**src/rtl/mux_feeder_pkg.sv**
```systemverilog
// rtl/mux_feeder_pkg.sv - shared state encoding, default width and select constants
package mux_feeder_pkg;

    typedef enum logic [1:0] {
        IDLE    = 2'd0,
        PRESENT = 2'd1,
        FINISH  = 2'd2
    } state_t;

    localparam int DEFAULT_WIDTH = 8;

    localparam logic [1:0] SEL_A = 2'd0;
    localparam logic [1:0] SEL_B = 2'd1;
    localparam logic [1:0] SEL_C = 2'd2;
    localparam logic [1:0] SEL_D = 2'd3;

endpackage

```
**src/rtl/operand_regfile.sv**
```systemverilog
// rtl/operand_regfile.sv - four operand registers with a write port that refuses the operand on display
module operand_regfile
    import mux_feeder_pkg::*;
#(
    parameter int WIDTH = DEFAULT_WIDTH
) (
    input  logic             clk,
    input  logic             rst,
    input  logic             wr_en,
    input  logic [1:0]       wr_addr,
    input  logic [WIDTH-1:0] wr_data,
    input  logic             lock_en,
    input  logic [1:0]       lock_addr,
    output logic [WIDTH-1:0] op_a,
    output logic [WIDTH-1:0] op_b,
    output logic [WIDTH-1:0] op_c,
    output logic [WIDTH-1:0] op_d,
    output logic             wr_err
);

    logic [WIDTH-1:0] reg_a, reg_b, reg_c, reg_d;
    logic             reject;

    // The operand currently presented to the consumer must stay stable.
    assign reject = wr_en && lock_en && (wr_addr == lock_addr);

    always_ff @(posedge clk) begin
        if (rst) begin
            reg_a  <= '0;
            reg_b  <= '0;
            reg_c  <= '0;
            reg_d  <= '0;
            wr_err <= 1'b0;
        end else begin
            wr_err <= reject;
            if (wr_en && !reject) begin
                case (wr_addr)
                    SEL_A:   reg_a <= wr_data;
                    SEL_B:   reg_b <= wr_data;
                    SEL_C:   reg_c <= wr_data;
                    default: reg_d <= wr_data;
                endcase
            end
        end
    end

    assign op_a = reg_a;
    assign op_b = reg_b;
    assign op_c = reg_c;
    assign op_d = reg_d;

endmodule

```
**src/rtl/mux_operand_feeder.sv**
```systemverilog
// rtl/mux_operand_feeder.sv - operand source and select sequencer for the 4-input mux; MUX_OPERAND_FEEDER_WRAP_EN makes scans wrap
module mux_operand_feeder
    import mux_feeder_pkg::*;
#(
    parameter int          WIDTH    = DEFAULT_WIDTH,
    parameter int unsigned LAST_SEL = 3
) (
    input  logic             Clk,
    input  logic             Rst,
    input  logic             WrEn,
    input  logic [1:0]       WrAddr,
    input  logic [WIDTH-1:0] WrData,
    input  logic             Start,
    input  logic             Mode,
    input  logic [1:0]       SelIn,
    input  logic             Ack,
    input  logic             Abort,
    output logic [WIDTH-1:0] InA,
    output logic [WIDTH-1:0] InB,
    output logic [WIDTH-1:0] InC,
    output logic [WIDTH-1:0] InD,
    output logic [1:0]       Sel,
    output logic             Valid,
    output logic             Busy,
    output logic             Done,
    output logic             WrErr
);

    localparam logic [1:0] LAST_IDX = 2'(LAST_SEL);

    state_t     state, state_n;
    logic [1:0] sel_q, sel_n;
    logic       scan_q, scan_n;
`ifdef MUX_OPERAND_FEEDER_WRAP_EN
    logic       wrap_q, wrap_n;
`endif

    operand_regfile #(.WIDTH(WIDTH)) u_regfile (
        .clk       (Clk),
        .rst       (Rst),
        .wr_en     (WrEn),
        .wr_addr   (WrAddr),
        .wr_data   (WrData),
        .lock_en   (state == PRESENT),
        .lock_addr (sel_q),
        .op_a      (InA),
        .op_b      (InB),
        .op_c      (InC),
        .op_d      (InD),
        .wr_err    (WrErr)
    );

    always_ff @(posedge Clk) begin
        if (Rst) begin
            state  <= IDLE;
            sel_q  <= SEL_A;
            scan_q <= 1'b0;
`ifdef MUX_OPERAND_FEEDER_WRAP_EN
            wrap_q <= 1'b0;
`endif
        end else begin
            state  <= state_n;
            sel_q  <= sel_n;
            scan_q <= scan_n;
`ifdef MUX_OPERAND_FEEDER_WRAP_EN
            wrap_q <= wrap_n;
`endif
        end
    end

    always_comb begin
        state_n = state;
        sel_n   = sel_q;
        scan_n  = scan_q;
`ifdef MUX_OPERAND_FEEDER_WRAP_EN
        wrap_n  = 1'b0;
`endif
        case (state)
            IDLE: begin
                if (Start) begin
                    scan_n  = Mode;
                    sel_n   = Mode ? SEL_A : SelIn;
                    state_n = PRESENT;
                end
            end
            PRESENT: begin
                // Abort wins over a same-cycle Ack and suppresses Done.
                if (Abort) begin
                    state_n = IDLE;
                end else if (Ack) begin
                    if (!scan_q) begin
                        state_n = FINISH;
                    end else if (sel_q == LAST_IDX) begin
`ifdef MUX_OPERAND_FEEDER_WRAP_EN
                        sel_n  = SEL_A;
                        wrap_n = 1'b1;
`else
                        state_n = FINISH;
`endif
                    end else begin
                        sel_n = sel_q + 2'd1;
                    end
                end
            end
            FINISH: state_n = IDLE;
            default: state_n = IDLE;
        endcase
    end

    assign Sel   = sel_q;
    assign Valid = (state == PRESENT);
    assign Busy  = (state != IDLE);
`ifdef MUX_OPERAND_FEEDER_WRAP_EN
    assign Done  = (state == FINISH) || wrap_q;
`else
    assign Done  = (state == FINISH);
`endif

endmodule

```
**config.mk**
```make
export PLATFORM = sky130hd
export DESIGN_NAME = mux_operand_feeder
export DESIGN_NICKNAME = d
export VERILOG_FILES = /design/src/rtl/mux_feeder_pkg.sv /design/src/rtl/operand_regfile.sv /design/src/rtl/mux_operand_feeder.sv
export SDC_FILE = /design/constraint.sdc
export NUM_CORES = 1
export LEC_CHECK = 0
export BUFFER_PORTS_ARGS = -buffer_cell sky130_fd_sc_hd__buf_4
export CAP_MARGIN = 15
export CORE_MARGIN = 1.5
export CORE_UTILIZATION = 44
export CTS_BUF_LIST = sky130_fd_sc_hd__clkbuf_16
export CTS_CLUSTER_SIZE = 10
export DETAILED_ROUTE_END_ITERATION = 7
export PLACE_DENSITY = 0.73
export SLEW_MARGIN = 10
export SYNTH_ARGS = -nofsm -noshare
export SYNTH_HDL_FRONTEND = slang
export SYNTH_HIERARCHICAL = 1
export SYNTH_SLANG_ARGS = --single-unit
```
**constraint.sdc**
```tcl
create_clock -name Clk -period 1.55 [get_ports Clk]
set_input_delay 0.31 -clock Clk [delete_from_list [all_inputs] [get_ports Clk]]
set_output_delay 0.31 -clock Clk [all_outputs]
set_load 0.02 [all_outputs]
```
==> impl_metrics.yaml <==
outcome:
  status: "finished, final reports clean"
final_layout:
  finalNonFillerCells: 269
  syn2layout_area_growth_pct: 40.4
  multiInputGateArea_um2: 893
  final_nets: 241
  final_layout_size_suffix_gt1_frac: 0.389
  fillCellCount: 322
  stdcell_area_mm2: 0.00238
  num_antenna_cells: 0
  seq_area_um2: 764
detailed_routing:
  drt-initial-drc-count: 28
  routedWlPerCell_um: 14.0
  ant_nets: 0
  vias: 1346
  wirelength_um: 3760
  dr.pass1.iters: 4
  via_per_inst: 5.00
  drc: 0
power:
  power.density_mw_per_mm2: 978
  power_frac_seq: 0.449
  clkPwrFrac: 0.401
  vdd_ir_drop_max_v: 0.000488
  p_sw_frac: 0.240
  leakage_nw: 1.14
  power_switching_mw: 0.560
  internal_power_mw: 1.77
  p_comb_frac: 0.150
worst_setup_path:
  critPathLaunchType: "flop"
  end_kind: "flop"
  worst_path_largest_cell_delay_ns: 0.49
  worst-endpoint-arrival_ns: 1.70
  critical_path_class: "flop to flop"
  worst_ep_required_time_ns: 1.70
  crit_chain: "nand2b_4, inv_6, nor3b_1, or4b_1, buf_6, mux2i_2"
  path_max_fanout: 8
  critPathSlowestCell: "or4b_1"
sta:
  skew_ns: 0.00276
  final-hold-violation-count: 0
  period_share: 0.995
  maxSlewViolCount: 0
  rsz0062_at_grt: "yes"
  setup_viol: 0
  fin_crit_ns: 1.54
  tightestPinTransition_ns: 0.377
  relSlewSlack: 0.748
  fmax_mhz: 648
synthesis:
  syn_area_per_cell_um2: 11.0
  yosys_warnings: 6
  synth.cell_area_mm2: 0.00170
  synth-simple-area-share: 0.239
  synth_adder_area_share: 0.00736
  synth-seq-cells: 38
  synthCells: 154
  ys_types: 32
  muxShareOfSynthArea: 0.200
  syn-num-nets: 174
  synth_top_family_by_area: "simple AND/OR/NAND/NOR gates"
  synth_seq_area_share: 0.448
  synth_xor_area_frac: 0.0103
  synth_compound_area_frac: 0.0663
die:
  die_area_mm2: 0.00424
  core_area_mm2: 0.00369
  die_w_um: 65.1
  die_height_um: 65.1
  start_util: 0.461
  ios: 57
  rows: 22
placement:
  portBuffers: 56
  gp_congestion: 0.860
  dpl.cell_count: 261
  dp_hpwl_um: 2710
  placed_cell_area_mm2: 0.00223
global_route:
  grt_usage: 0.194
  use_met2: 0.334
  grt_pass1_vias: 1334
  antenna_found_initial: 0
  grt_util_met3: 0.0599
  busiest_layer: "met2"
  grt_first_pass_wirelength_um: 6270
  grt-ovfl-total: 0
  grt_max_degree: 47
  grt_use_met1: 0.233
hold_path:
  hold_path.class: "primary input to flop"
clock_tree:
  cts_tree: "yes"
  numCtsBuffers: 5
  clock_latency_ns: 0.27
  cts_buffer_depth: 2
  hold_buffers: 0
  cts_sinks: 38
  clk_pin_slew_ns: 0.05
  root_buffer: "clkbuf_16"
  htree_levels: 2
flow_run:
  drv_cap: 0
[path summary, 6_finish.rpt]
path / startpoint / to / slack [ns] / cells after the start
hold reg to reg: u_regfile/op_d[1] / u_regfile/op_d[1] / 0.48 / 2
setup / recovery: state[1] / u_regfile/op_a[1] / 0.008 / 6
hold / removal: Abort / state[1] / 0.20 / 2
setup reg to reg: state[1] / u_regfile/op_a[1] / 0.008 / 6
[power by group through the flow]
stage	logic, mW	registers [mW]	clock network (mW)
2_1_floorplan	0.154	1.11	0
3_3_place_gp	0.336	1.07	0
3_5_place_dp	0.345	1.07	0
4_1_cts	0.346	1.05	0.953
5_1_grt	0.374	1.05	0.999
6_report	0.349	1.05	0.934
[kinds of logic after synthesis]
family / Yosys count
xor+xnor: 2
compound gates: 8
flops: 38
simple gates: 61
mux: 34
fa+ha+maj: 1
buf+inv: 10
[timing repair]
| item | 4_1_cts | 5_1_grt |
|---|---|---|
| hold endpoints to repair | 0 | 0 |
| endpoints found under the setup margin | 0 | 8 |
| setup buffers | 0 | 1 |
| resized for setup | 0 | 3 |
[critical path, delay by kind of cell (launching register included)]
kind | cells | cell delay, ns
muxes | 1 | 0.15
DFF | 1 | 0.32
buffers and inverters | 2 | 0.20
and+or+nand+nor | 3 | 0.75
[cell type report]
class | count | area share
multi-input combinational | 106 | 0.375
sequential | 38 | 0.321
timing repair buffer | 66 | 0.215
clock buffer | 5 | 0.0525
tap | 48 | 0.0252
inverter | 4 | 0.00839
clock inverter | 2 | 0.00420
[Yosys cell counts (all sizes together)]
library cell / count / share of area
or4b: 1 / 0.0059
nor2: 1 / 0.0022
ha: 1 / 0.0074
o21a: 1 / 0.0044
and4bb: 1 / 0.0074
a2111oi: 1 / 0.016
xor2: 2 / 0.010
nand2: 4 / 0.0088
nand4b: 1 / 0.0052
a31o: 1 / 0.0052
nor4: 2 / 0.0074
nand4: 1 / 0.0037
a311oi: 2 / 0.024
a21o: 1 / 0.0044
nor3b: 2 / 0.015
nand2b: 43 / 0.16
nand3: 1 / 0.0029
a211oi: 2 / 0.012
inv: 4 / 0.010
or2: 1 / 0.0037
mux2i: 34 / 0.20
buf: 2 / 0.0096
dfxtp: 38 / 0.45
and2b: 1 / 0.0052
clkbuf: 4 / 0.0088
nand3b: 2 / 0.0088
[cell usage in the layout (no fill, tap or decap), drive strengths merged]
master | synthesis | routed
a311oi | 2 | 2
clkinv | 0 | 2
nand2 | 4 | 4
buf | 2 | 66
dfxtp | 38 | 38
nand4b | 1 | 1
nand4 | 1 | 1
and2b | 1 | 1
inv | 4 | 4
a21o | 1 | 1
ha | 1 | 1
a2111oi | 1 | 1
nor4 | 2 | 2
or2 | 1 | 1
mux2i | 34 | 34
or4b | 1 | 1
nand2b | 43 | 43
a31o | 1 | 1
nand3b | 2 | 2
a211oi | 2 | 2
o21a | 1 | 1
nor3b | 2 | 2
nand3 | 1 | 1
clkbuf | 4 | 5
nor2 | 1 | 1
xor2 | 2 | 2
and4bb | 1 | 1
[per-layer routing]
| metal | vias up | routed length (um) |
|---|---|---|
| met3 | 5 | 180 |
| met1 | 652 | 1640 |
| met2 | 31 | 1910 |
| met4 | 0 | 34 |
| li1 | 658 | - |
| met5 | - | 0 |
[per-stage QoR]
step | hold WS (ns) | setup TNS (ns) | setup WS, ns | util | total power, mW
after CTS | 0.199 | 0 | 0.0152 | 0.642 | 2.35
final | 0.203 | 0 | 0.00778 | 0.647 | 2.33
after global routing | 0.200 | -0.0123 | -0.0123 | 0.647 | 2.43
after detailed placement | 0.467 | 0 | 0.0260 | 0.605 | 1.41
after global placement | 0.460 | 0 | 0.0644 | 0.605 | 1.40
after floorplan | 0.370 | -0.244 | -0.0305 | - | 1.26
[state kept, by name (all words and copies together) (netlist names)]
register / count
state: 2
scan_q: 1
u_regfile/op_a: 8
u_regfile/op_c: 8
u_regfile/op_d: 8
u_regfile/op_b: 8
Sel: 2
u_regfile/wr_err: 1
Note: power is estimated with default switching activity, not from simulation.
